==> src/rtl/nn_weight_loader.sv <==
// Packet-based weight loader: a SYNC_BYTE header, W payload bytes and an optional checksum are
// buffered, then replayed one write per cycle to the network core. The checksum stage is enabled by NN_WEIGHT_LOADER_CHECKSUM_EN.
module nn_weight_loader #(
  parameter int          BITS_PER_WORD      = 8,
  parameter logic [7:0]  SYNC_BYTE          = 8'hA5,
  parameter int          INPUT_VECTOR_SIZE  = 2,
  parameter int          HIDDEN_LAYER_SIZE  = 2,
  parameter int          OUTPUT_VECTOR_SIZE = 1,
  parameter int          BIAS_SIZE          = 1
) (
  input  logic                            clk,
  input  logic                            reset_n,
  input  logic                            abort,
  input  logic                            s_valid,
  output logic                            s_ready,
  input  logic [7:0]                      s_data,
  output logic                            weights_en,
  output logic                            weights_layer_address,
  output logic [1:0]                      weights_n_address,
  output logic [1:0]                      weights_m_address,
  output logic signed [BITS_PER_WORD-1:0] weights_data,
  output logic                            busy,
  output logic                            done,
  output logic                            err
);

  localparam int W = (INPUT_VECTOR_SIZE + BIAS_SIZE) * HIDDEN_LAYER_SIZE
                   + (HIDDEN_LAYER_SIZE + BIAS_SIZE) * OUTPUT_VECTOR_SIZE;
  localparam int IDX_W = $clog2(W + 1);
  localparam logic [IDX_W-1:0] LAST_IDX = IDX_W'(W - 1);
  localparam logic [IDX_W-1:0] END_IDX  = IDX_W'(W);
  localparam logic [1:0] N0_LAST = 2'(INPUT_VECTOR_SIZE + BIAS_SIZE - 1);
  localparam logic [1:0] M0_LAST = 2'(HIDDEN_LAYER_SIZE - 1);
  localparam logic [1:0] N1_LAST = 2'(HIDDEN_LAYER_SIZE + BIAS_SIZE - 1);
  localparam logic [1:0] M1_LAST = 2'(OUTPUT_VECTOR_SIZE - 1);

`ifdef NN_WEIGHT_LOADER_CHECKSUM_EN
  typedef enum logic [1:0] {IDLE, LOAD, CHECK, COMMIT} state_e;
`else
  typedef enum logic [1:0] {IDLE, LOAD, COMMIT} state_e;
`endif

  state_e                   state_q, state_d;
  logic [IDX_W-1:0]         idx_q, idx_d;
  logic [7:0]               sum_q, sum_d;
  logic                     layer_q, layer_d;
  logic [1:0]               n_q, n_d;
  logic [1:0]               m_q, m_d;
  logic                     s_ready_q, s_ready_d;
  logic                     weights_en_q, weights_en_d;
  logic                     wl_addr_q, wl_addr_d;
  logic [1:0]               wn_addr_q, wn_addr_d;
  logic [1:0]               wm_addr_q, wm_addr_d;
  logic signed [BITS_PER_WORD-1:0] wdata_q, wdata_d;
  logic                     busy_q, busy_d;
  logic                     done_q, done_d;
  logic                     err_q, err_d;
  logic                     buf_we;
  logic                     accept;
  logic [7:0]               buf_q [W];

  assign accept = s_valid && s_ready_q;

  always_comb begin
    // NOTE: every signal gets a default first so no path through the case infers a latch.
    state_d      = state_q;
    idx_d        = idx_q;
    sum_d        = sum_q;
    layer_d      = layer_q;
    n_d          = n_q;
    m_d          = m_q;
    weights_en_d = 1'b0;
    wl_addr_d    = wl_addr_q;
    wn_addr_d    = wn_addr_q;
    wm_addr_d    = wm_addr_q;
    wdata_d      = wdata_q;
    done_d       = 1'b0;
    err_d        = 1'b0;
    buf_we       = 1'b0;

    case (state_q)
      IDLE: begin
        if (accept && s_data == SYNC_BYTE) begin
          state_d = LOAD;
          idx_d   = '0;
          sum_d   = '0;
        end
      end
      LOAD: begin
        if (accept) begin
          buf_we = 1'b1;
          sum_d  = sum_q + s_data;
          if (idx_q == LAST_IDX) begin
            idx_d   = '0;
            layer_d = 1'b0;
            n_d     = '0;
            m_d     = '0;
`ifdef NN_WEIGHT_LOADER_CHECKSUM_EN
            state_d = CHECK;
`else
            state_d = COMMIT;
`endif
          end else begin
            idx_d = idx_q + 1'b1;
          end
        end
      end
`ifdef NN_WEIGHT_LOADER_CHECKSUM_EN
      CHECK: begin
        if (accept) begin
          sum_d = '0;
          if (s_data == sum_q) begin
            state_d = COMMIT;
          end else begin
            state_d = IDLE;
            err_d   = 1'b1;
          end
        end
      end
`endif
      COMMIT: begin
        if (idx_q == END_IDX) begin
          state_d = IDLE;
          idx_d   = '0;
          done_d  = 1'b1;
        end else begin
          weights_en_d = 1'b1;
          wl_addr_d    = layer_q;
          wn_addr_d    = n_q;
          wm_addr_d    = m_q;
          wdata_d      = BITS_PER_WORD'($signed(buf_q[idx_q]));
          idx_d        = idx_q + 1'b1;
          // Walk m fastest, then n, then layer, matching the buffer order.
          if (!layer_q) begin
            if (m_q == M0_LAST) begin
              m_d = '0;
              if (n_q == N0_LAST) begin
                n_d     = '0;
                layer_d = 1'b1;
              end else begin
                n_d = n_q + 2'd1;
              end
            end else begin
              m_d = m_q + 2'd1;
            end
          end else if (m_q == M1_LAST) begin
            m_d = '0;
            if (n_q != N1_LAST) n_d = n_q + 2'd1;
          end else begin
            m_d = m_q + 2'd1;
          end
        end
      end
      default: state_d = IDLE;
    endcase

    if (abort) begin
      state_d      = IDLE;
      idx_d        = '0;
      sum_d        = '0;
      weights_en_d = 1'b0;
      done_d       = 1'b0;
      err_d        = 1'b0;
      buf_we       = 1'b0;
    end

    s_ready_d = (state_d != COMMIT);
    busy_d    = (state_d != IDLE);
  end

  // NOTE: sequential state uses non-blocking assignments so all flops update together at the edge.
  always_ff @(posedge clk or negedge reset_n) begin
    if (!reset_n) begin
      state_q      <= IDLE;
      idx_q        <= '0;
      sum_q        <= '0;
      layer_q      <= 1'b0;
      n_q          <= '0;
      m_q          <= '0;
      s_ready_q    <= 1'b0;
      weights_en_q <= 1'b0;
      wl_addr_q    <= 1'b0;
      wn_addr_q    <= '0;
      wm_addr_q    <= '0;
      wdata_q      <= '0;
      busy_q       <= 1'b0;
      done_q       <= 1'b0;
      err_q        <= 1'b0;
    end else begin
      state_q      <= state_d;
      idx_q        <= idx_d;
      sum_q        <= sum_d;
      layer_q      <= layer_d;
      n_q          <= n_d;
      m_q          <= m_d;
      s_ready_q    <= s_ready_d;
      weights_en_q <= weights_en_d;
      wl_addr_q    <= wl_addr_d;
      wn_addr_q    <= wn_addr_d;
      wm_addr_q    <= wm_addr_d;
      wdata_q      <= wdata_d;
      busy_q       <= busy_d;
      done_q       <= done_d;
      err_q        <= err_d;
    end
  end

  // NOTE: the payload buffer is never read before being written, so it has no reset.
  always_ff @(posedge clk) begin
    if (buf_we) buf_q[idx_q] <= s_data;
  end

  assign s_ready               = s_ready_q;
  assign weights_en            = weights_en_q;
  assign weights_layer_address = wl_addr_q;
  assign weights_n_address     = wn_addr_q;
  assign weights_m_address     = wm_addr_q;
  assign weights_data          = wdata_q;
  assign busy                  = busy_q;
  assign done                  = done_q;
`ifdef NN_WEIGHT_LOADER_CHECKSUM_EN
  assign err                   = err_q;
`else
  assign err                   = 1'b0;
`endif

endmodule

==> config.mk <==
export PLATFORM = sky130hd
export DESIGN_NAME = nn_weight_loader
export DESIGN_NICKNAME = d
export VERILOG_FILES = /design/src/rtl/nn_weight_loader.sv
export SDC_FILE = /design/constraint.sdc
export NUM_CORES = 1
export LEC_CHECK = 0
export ABC_AREA = 1
export CORE_UTILIZATION = 40
export CTS_BUF_LIST = sky130_fd_sc_hd__clkbuf_8 sky130_fd_sc_hd__clkbuf_16
export DETAILED_ROUTE_END_ITERATION = 12
export HOLD_SLACK_MARGIN = 0.1
export MAX_ROUTING_LAYER = met4
export PLACE_DENSITY_LB_ADDON = 0.1
export SKIP_CTS_REPAIR_TIMING = 1
export SLEW_MARGIN = 30
export SYNTH_ARGS = -nofsm -noshare
export SYNTH_HDL_FRONTEND = slang
export SYNTH_SLANG_ARGS = --single-unit
==> constraint.sdc <==
create_clock -name clk -period 2.2 [get_ports clk]
set_input_delay 0.33 -clock clk [delete_from_list [all_inputs] [get_ports clk]]
set_output_delay 0.33 -clock clk [all_outputs]
set_load 0.05 [all_outputs]
==> metrics.cfg, run 1 <==
[outcome]
run_status = finished, final reports clean

[power]
power.density_mw_per_mm2 = 688.7
power.internal_w = 0.002703
p_leak_nw = 2.124
ir_drop_mv = 0.3317
total_power_w = 0.003600
switching_power_w = 0.0008972
p_comb_share_pct = 8.9
p_clk_share_pct = 33.2
swShare_pct = 24.92
p_seq_share_pct = 57.8

[timing]
rsz0062_at_grt = false
clock_skew_ps = 12.79
drv_slew = 0
hold_viol_final = 0
slew_headroom_pct = 61.11
tightest_slew_ps = 583.3
tns_ps = 0
setup_viol = 0
max_clock_freq_ghz = 0.5308
fin_ws_ps = 315.9
finalCriticalPeriod_ps = 1884
post-route-period-util_pct = 85.64

[logic_synthesis]
netlist.area_leader.share_pct = 48.58
synth_area_leaders = edfxtp_1 49%, dfrtp_1 16%, nand2_1 8.3%
synth_edf_count = 72
synth_cells = 434
netlist_area_mm2 = 0.004451
synth_area_per_cell_um2 = 10.25
synth_most_common_cell = nand2_1
ys.warnings.count = 0
synthArstFlopShare_pct = 28.00
synth_nets = 457
synth_area_leader_cell = edfxtp_1
synth_common_cells = 99 x nand2_1, 72 x edfxtp_1, 50 x nor2_1
ys_dominant_reg_cell = edfxtp_1
synth_seq_area_share_pct = 64.32
yosysUniqueCellTypes = 27
synth-seq-cells = 100

[setup_path]
ff2ff_setup_slack_ps = 410
slowest_delay_ps = 810
cp_data_arrival_time_ps = 1550
critPathLaunchType = flip-flop
r2r_start = state_q[0]
path_delay_family = buffers and inverters
critPathCaptureType = output pin
r2r_end = idx_q[3]
critPathSlowestCell = clkdlybuf4s50_1
r2r_cells = 9
path_buf_inv = 1
crit_type = reg2out
required_ps = 1870
crit_fanout = 2
path_cells = clkdlybuf4s50_1

[finish]
syn_to_final_growth_pct = 17.46
drive_gt1_share_pct = 11.18
fill_cells = 1037
design_area_mm2 = 0.005228
nets = 510
antenna_cells = 0

[cts]
ctsRootBufferMaster = clkbuf_8
cts_made_buffers = 9
ctsLongestPathBuffers = 2
path_clk_slew_ps = 100
clock_latency_ps = 370
cts_sinks = 100
cts_max_level = 3
cts_tree = built

[floorplan]
die-area_mm2 = 0.01155
start_util_pct = 41.05
die_w_um = 107.5
coreArea_mm2 = 0.01084
die_y_um = 107.5
num_rows = 38
io_pins = 30

[grt]
grt_max_degree = 33
grtUsageTotal_pct = 20.20
antenna_found_initial = 0
grt-ovfl-total = 0
grt_pass1_wl_um = 16590
grt_pass1_vias = 3116

[route]
drt_wl_total_um = 10320
drt_iter0_drc = 232
wl_per_cell_um = 16.33
drc = 0
dr.pass1.iters = 4
ant_nets = 0
route.vias.total = 3148
avgViaCountPerCell = 4.981

[place]
dpl-instance-area_mm2 = 0.005030
io_buffers = 28
place_ws_ps = 243.4
gp_congestion = 0.8951
dpl.hpwl_um = 7311

[run]
cap_violations = 0

[min_path]
hold_class = in2async

[power groups by stage]
stage                     clock network [W]  logic (W)  registers (W)
after floorplan                           0  0.0000828        0.00222
after global placement                    0   0.000323        0.00212
after detailed placement                  0   0.000324        0.00213
after CTS                           0.00123   0.000325        0.00208
after global routing                0.00131   0.000349        0.00209
final                               0.00120   0.000321        0.00208
[how the worst max path moves through the flow]
| stage | startpoint | to | cells after the start |
|---|---|---|---|
| global route | weights_data[7] | weights_data[7] | 1 |
| finish | weights_data[1] | weights_data[1] | 1 |
| global placement | abort | buf_q[0][7] | 6 |
| detailed placement | abort | buf_q[0][4] | 6 |
| CTS | weights_data[1] | weights_data[1] | 1 |
| floorplan | idx_q[1] | buf_q[1][0] | 6 |
[cell type report]
class	count	area (um^2)	area share [%]
inverter	37	138.9	2.657
multi-input combinational	281	1348	25.78
sequential	100	2863	54.76
clock inverter	7	73.82	1.412
tap	140	175.2	3.351
timing repair buffer	58	505.5	9.670
clock buffer	9	123.9	2.370
[flip-flops by register name, indices dropped and copies added, names as in the netlist]
name                   flops
buf_q                     72
weights_data               8
idx_q                      4
m_q                        2
n_q                        2
state_q                    2
weights_m_address          2
weights_n_address          2
busy                       1
done                       1
layer_q                    1
s_ready                    1
weights_en                 1
weights_layer_address      1
[cell families after synthesis]
kind of cell | count (synthesis) | synth area share, %
AND/OR/NAND/NOR | 221 | 21.48
flip-flops | 100 | 64.32
buffers and inverters | 53 | 5.398
AO/OA/AOI/OAI | 47 | 5.426
adder cells (fa/ha/maj) | 11 | 3.092
XOR/XNOR | 1 | 0.1968
other | 1 | 0.08426
[per-layer routing]
layer	wire length, um	GRT usage (%)
met5	0	-
met2	5144	32.74
met4	136	6.262
met1	4668	26.11
met3	374	3.208
[placed cells by master, fill, tap and decap left out, drive strengths merged, types with 2 or more instances in the layout]
cell type and n:
nand4 2, o21ai 33, buf 30, nand3 47, ha 11, clkdlybuf4s50 28, nor3 8, nor2 53
clkbuf 9, o211ai 2, dfrtp 28, nand2 102, edfxtp 72, inv 40, or2 9, clkinv 2
a21oi 11
[per-stage QoR]
stage	util [%]	std cells	hold slack (ps)
2_1_floorplan	-	434	34.41
3_3_place_gp	46.40	616	468.7
3_5_place_dp	46.40	616	476.3
4_1_cts	48.22	632	337.2
5_1_grt	48.22	632	365.3
6_report	48.22	632	331.7
No activity file was read; power rests on OpenSTA's default activity.
==> run 2: changes to the inputs <==
Settings changed: CORE_MARGIN set to 3, CTS_CLUSTER_SIZE set to 30.
==> run 2 against run 1 <==
  * Sequential power is essentially flat
  * Critical path depth is the same
  * Fmax shrank 0.48%
  * First-iteration DRC count shrank 14%
  * Design area shrank 0.65%
  * Global-route usage shrank 2.0 points
  * Routed wire length grew 0.39%
  * Setup slack lost 9.2 ps
  * Register-to-register slack lost 80 ps
  * Clock skew shrank 1.2 ps
  * Critical path type unchanged
  * Largest cell class unchanged
  * Highest routed layer unchanged
==> metrics.cfg, run 2 (synthesized netlist as in run 1, its figures left out) <==
[outcome]
run_status = finished, final reports clean  ; unchanged

[finish]
antenna_cells = 0  ; unchanged
syn_to_final_growth_pct = 16.70  ; was 17.46%
design_area_mm2 = 0.005194  ; was 0.005228 mm^2
mostFrequentLayoutCells = 99 x nand2_1, 72 x edfxtp_1, 50 x nor2_1  ; unchanged
fill_cells = 1015  ; was 1037
seqCellArea_mm2 = 0.002863  ; unchanged
nets = 508  ; was 510
largest_register_ffs = 72  ; unchanged
drive_gt1_share_pct = 11.02  ; was 11.18%
multi_input_area_mm2 = 0.001348  ; unchanged
final_common_cell = nand2_1  ; unchanged
regMostFlops = buf_q  ; unchanged

[route]
dr.pass1.iters = 4  ; unchanged
drt_wl_total_um = 10360  ; was 10320 um
drc = 0  ; unchanged
ant_nets = 0  ; unchanged
route.vias.total = 3100  ; was 3148
drt_iter0_drc = 200  ; was 232
wl_per_cell_um = 16.55  ; was 16.33 um
avgViaCountPerCell = 4.952  ; was 4.981

[timing]
tns_ps = 0  ; unchanged
finalCriticalPeriod_ps = 1893  ; was 1884 ps
max_clock_freq_ghz = 0.5282  ; was 0.5308 GHz
drv_slew = 0  ; unchanged
slew_headroom_pct = 63.79  ; was 61.11%
hold_viol_final = 0  ; unchanged
post-route-period-util_pct = 86.06  ; was 85.64%
clock_skew_ps = 11.59  ; was 12.79 ps
setup_viol = 0  ; unchanged
tightest_slew_ps = 543.2  ; was 583.3 ps
rsz0062_at_grt = false  ; unchanged

[power]
swShare_pct = 25.94  ; was 24.92%
switching_power_w = 0.0009089  ; was 0.0008972 W
total_power_w = 0.003504  ; was 0.003600 W
p_clk_share_pct = 31.3  ; was 33.2%
power.density_mw_per_mm2 = 674.6  ; was 688.7 mW/mm^2
ir_drop_mv = 0.3661  ; was 0.3317 mV
power.internal_w = 0.002595  ; was 0.002703 W
p_leak_nw = 2.108  ; was 2.124 nW
p_seq_share_pct = 59.4  ; was 57.8%
p_comb_share_pct = 9.2  ; was 8.9%

[place]
gp_congestion = 0.9336  ; was 0.8951
dpl-instance-area_mm2 = 0.005010  ; was 0.005030 mm^2
dpl.hpwl_um = 7371  ; was 7311 um
io_buffers = 28  ; unchanged

[run]
cap_violations = 0  ; unchanged

[setup_path]
critPathSlowestCell = clkdlybuf4s50_1  ; unchanged
critPathLaunchType = flip-flop  ; unchanged
path_buf_inv = 1  ; unchanged
r2r_start = idx_q[3]  ; was state_q[0]
crit_type = reg2out  ; unchanged
slowest_delay_ps = 810  ; about the same
path_delay_family = buffers and inverters  ; unchanged
path_cells = clkdlybuf4s50_1  ; unchanged
crit_fanout = 2  ; unchanged
critPathCaptureType = output pin  ; unchanged
cp-startpoint = weights_data[6]  ; was weights_data[1]
cp_data_arrival_time_ps = 1560  ; was 1550 ps
required_ps = 1870  ; about the same

[floorplan]
num_rows = 37  ; was 38
coreArea_mm2 = 0.01056  ; was 0.01084 mm^2
die-area_mm2 = 0.01243  ; was 0.01155 mm^2
start_util_pct = 42.16  ; was 41.05%
die_w_um = 111.5  ; was 107.5 um
io_pins = 30  ; unchanged
die_y_um = 111.5  ; was 107.5 um

[cts]
clock_latency_ps = 370  ; about the same
cts_tree = built  ; unchanged
ctsLongestPathBuffers = 2  ; unchanged
cts_sinks = 100  ; unchanged
ctsRootBufferMaster = clkbuf_8  ; unchanged
cts_max_level = 3  ; unchanged
path_clk_slew_ps = 100  ; about the same
cts_made_buffers = 9  ; unchanged

[grt]
grt_max_degree = 33  ; unchanged
grt_pass1_wl_um = 17020  ; was 16590 um
grt-ovfl-total = 0  ; unchanged
grtUsageTotal_pct = 18.18  ; was 20.20%
antenna_found_initial = 0  ; unchanged
grt_pass1_vias = 3139  ; was 3116

[min_path]
hold_class = in2async  ; unchanged

run 2: cell types whose count changed in the layout (fill, tap and decap cells not counted), sizes merged:
cell / before / now
buf: 30 / 28
inv: 40 / 39
clkinv: 2 / 4
bufinv: 1 / 0
run 2: power groups by stage:
| stage | registers, W | clock network (W) | logic, W |
|---|---|---|---|
| floorplan | 0.00222 | 0 | 0.0000828 |
| global placement | 0.00212 | 0 | 0.000324 |
| detailed placement | 0.00212 | 0 | 0.000327 |
| CTS | 0.00208 | 0.00112 | 0.000328 |
| global route | 0.00209 | 0.00120 | 0.000352 |
| finish | 0.00208 | 0.00110 | 0.000324 |
run 2: cell type report:
cell class              instances  share of cell area, %
clock buffers                   9                  2.385
clock inverters                 7                  1.156
inverters                      37                  2.674
multi-input cells             281                  25.95
flip-flops and latches        100                  55.12
well taps                     136                  3.276
repair buffers                 56                  9.444
run 2: metal layers:
layer	GRT usage, %	vias to the layer above	part of all wire (%)	wire length, um
met5	-	-	0	0
met4	6.245	0	2.6	267
met3	3.587	21	6.1	635
met2	27.14	105	45	4651
met1	24.99	1425	46	4809
li1	-	1549	-	-
run 2: final timing paths:
check / end / slack [ps] / cells after the start
min reg2reg: weights_n_address[0] / 490 / 2
max in group asynchronous: weights_data[3] / 1590 / 2
max: weights_data[6] / 310 / 1
min in group clk: weights_n_address[0] / 490 / 2
max reg2reg: buf_q[3][7] / 330 / 4
min: weights_n_address[1] / 330 / 2
run 2: through the flow:
stage	utilization [%]	hold WS [ps]	instances	setup WS, ps
2_1_floorplan	-	34.41	434	112.6
3_5_place_dp	47.46	474.7	610	293.1
4_1_cts	49.21	339.8	626	281.8
5_1_grt	49.21	361.7	626	162.2
3_3_place_gp	47.46	465.1	610	338.8
6_report	49.21	331.3	626	306.7
==> run 3: changes to the inputs <==
Settings changed: DONT_BUFFER_PORTS set to 1.
==> run 3 against run 2 <==
  * Global-route usage down 0.28 points
  * Register-to-register slack about the same
  * Sequential share of layout area increased by 3.1 points
  * Count of clock-buffer cells in the layout is the same
==> metrics.cfg, run 3 (synthesized netlist as in run 1, its figures left out) <==
[outcome]
run_status = finished, final reports clean  ; unchanged

[place]
place_inst = 570  ; was 610
gp_congestion = 0.8751  ; was 0.9336
place_ws_ps = 319.4  ; was 293.1 ps
io_buffers = 0  ; was 28
dpl.hpwl_um = 7026  ; was 7371 um

[cts]
ctsRootBufferMaster = clkbuf_8  ; unchanged
path_clk_slew_ps = 90  ; was 100 ps
cts_tree = built  ; unchanged
cts_made_buffers = 9  ; unchanged
ctsLongestPathBuffers = 2  ; unchanged
cts_sinks = 100  ; unchanged
cts_max_level = 3  ; unchanged
clock_latency_ps = 360  ; was 370 ps

[setup_path]
slowest_delay_ps = 400  ; was 810 ps
crit_fanout = 9  ; was 2
r2r_end = buf_q[1][1]  ; was buf_q[3][7]
crit_type = reg2reg  ; was reg2out
r2r_cells = 5  ; was 4
r2r_start = state_q[1]  ; was idx_q[3]
critPathLaunchType = flip-flop  ; unchanged
required_ps = 2270  ; was 1870 ps
critPathSlowestCell = dfrtp_1  ; was clkdlybuf4s50_1
path_delay_family = simple AND/OR/NAND/NOR gates  ; was buffers and inverters
cp_data_arrival_time_ps = 1950  ; was 1560 ps
ff2ff_setup_slack_ps = 320  ; was 330 ps
path_cells = inv_1, ha_1, nand3_1, nor3_1, buf_4  ; was clkdlybuf4s50_1
critPathCaptureType = flip-flop  ; was output pin
path_buf_inv = 2  ; was 1

[grt]
met1_usage_pct = 23.41  ; was 24.99%
grt-ovfl-total = 0  ; unchanged
grt.busiest_layer = met2  ; unchanged
use_met3_pct = 4.728  ; was 3.587%
antenna_found_initial = 0  ; unchanged
grt_use_met2_pct = 27.58  ; was 27.14%
grtUsageTotal_pct = 17.90  ; was 18.18%
grt_pass1_wl_um = 16590  ; was 17020 um
grt_max_degree = 36  ; was 33
grt_pass1_vias = 3033  ; was 3139

[floorplan]
io_pins = 30  ; unchanged
die_w_um = 111.5  ; unchanged
die_y_um = 111.5  ; unchanged
num_rows = 37  ; unchanged
start_util_pct = 42.16  ; unchanged
die-area_mm2 = 0.01243  ; unchanged
coreArea_mm2 = 0.01056  ; unchanged

[min_path]
min_to = idx_q[2]
min_path_cells = 3
worstHoldStart = abort
hold_class = in2reg  ; was in2async

[route]
drt_iter0_drc = 285  ; was 200
drc = 0  ; unchanged
route.vias.total = 3017  ; was 3100
ant_nets = 0  ; unchanged
wl_per_cell_um = 17.86  ; was 16.55 um
drt_wl_total_um = 10660  ; was 10360 um
avgViaCountPerCell = 5.054  ; was 4.952
dr.pass1.iters = 4  ; unchanged

[finish]
final_common_cell = nand2_1  ; unchanged
drive_gt1_share_pct = 8.460  ; was 11.02%
largest_register_ffs = 72  ; unchanged
syn_to_final_growth_pct = 10.49  ; was 16.70%
nets = 479  ; was 508
regMostFlops = buf_q  ; unchanged
stdcell_count = 597  ; was 626
mostFrequentLayoutCells = 99 x nand2_1, 72 x edfxtp_1, 50 x nor2_1  ; unchanged
antenna_cells = 0  ; unchanged

[timing]
hold_viol_final = 0  ; unchanged
finalCriticalPeriod_ps = 1876  ; was 1893 ps
setup_viol = 0  ; unchanged
drv_slew = 0  ; unchanged
tightest_slew_ps = 553.9  ; was 543.2 ps
tns_ps = 0  ; unchanged
fin_ws_ps = 323.9  ; was 306.7 ps
clock_skew_ps = 11.68  ; was 11.59 ps
post-route-period-util_pct = 85.28  ; was 86.06%
max_clock_freq_ghz = 0.5330  ; was 0.5282 GHz
rsz0062_at_grt = false  ; unchanged
slew_headroom_pct = 63.07  ; was 63.79%

[power]
power.density_mw_per_mm2 = 676.0  ; was 674.6 mW/mm^2
ir_drop_mv = 0.2730  ; was 0.3661 mV
p_leak_nw = 1.996  ; was 2.108 nW

[run]
cap_violations = 0  ; unchanged

==> run 3: changes by cell type in the layout (fill, tap and decap cells not counted), moves of 5 or more <==
cell             previous run  this run
clkdlybuf4s50_1            28         0
buf_4                      28        16
dlygate4sd3_1               0        10
inv_1                      34        39
==> run 3: stage by stage <==
step | hold slack (ps) | utilization [%] | area, um^2 | total power, W
after floorplan | 34.41 | - | 4451 | 0.002298
after global placement | 35.18 | 43.95 | 4639 | 0.002323
after detailed placement | 35.12 | 43.95 | 4639 | 0.002324
after CTS | -370.3 | 45.45 | 4797 | 0.003310
after global routing | 143.1 | 46.59 | 4917 | 0.003482
final | 127.4 | 46.59 | 4917 | 0.003324
==> run 3: cell type report <==
cell class | count | area, um^2
clock buffers | 9 | 123.9
clock inverters | 7 | 33.78
fillers | 1020 | 5638
inverters | 37 | 138.9
multi-input cells | 281 | 1348
flip-flops and latches | 100 | 2863
well taps | 136 | 170.2
repair buffers | 27 | 240.2
==> run 3: power by group <==
group	total [W]	internal [W]	switching (W)
registers	0.00218	0.00206	0.000124
logic	0.000152	0.0000529	0.0000994
clock network	0.000990	0.000392	0.000598
==> run 3: tightest hold or removal path: stages <==
cell and delay [ps]:
nor2_1 20, nand2_1 40, nand2_1 40
==> run 3: worst max-delay path by stage <==
stage	start	endpoint	cells after the start
2_1_floorplan	idx_q[1]	buf_q[1][0]	6
3_3_place_gp	state_q[1]	buf_q[4][3]	5
3_5_place_dp	state_q[1]	buf_q[4][1]	5
4_1_cts	state_q[1]	buf_q[3][4]	5
5_1_grt	state_q[1]	buf_q[4][1]	5
6_report	state_q[1]	buf_q[1][1]	5
==> run 3: layer usage <==
layer / wire length, um / vias to the layer above
li1: - / 1493
met1: 4948 / 1453
met2: 5002 / 61
met3: 590 / 10
met4: 122 / 0
met5: 0 / -
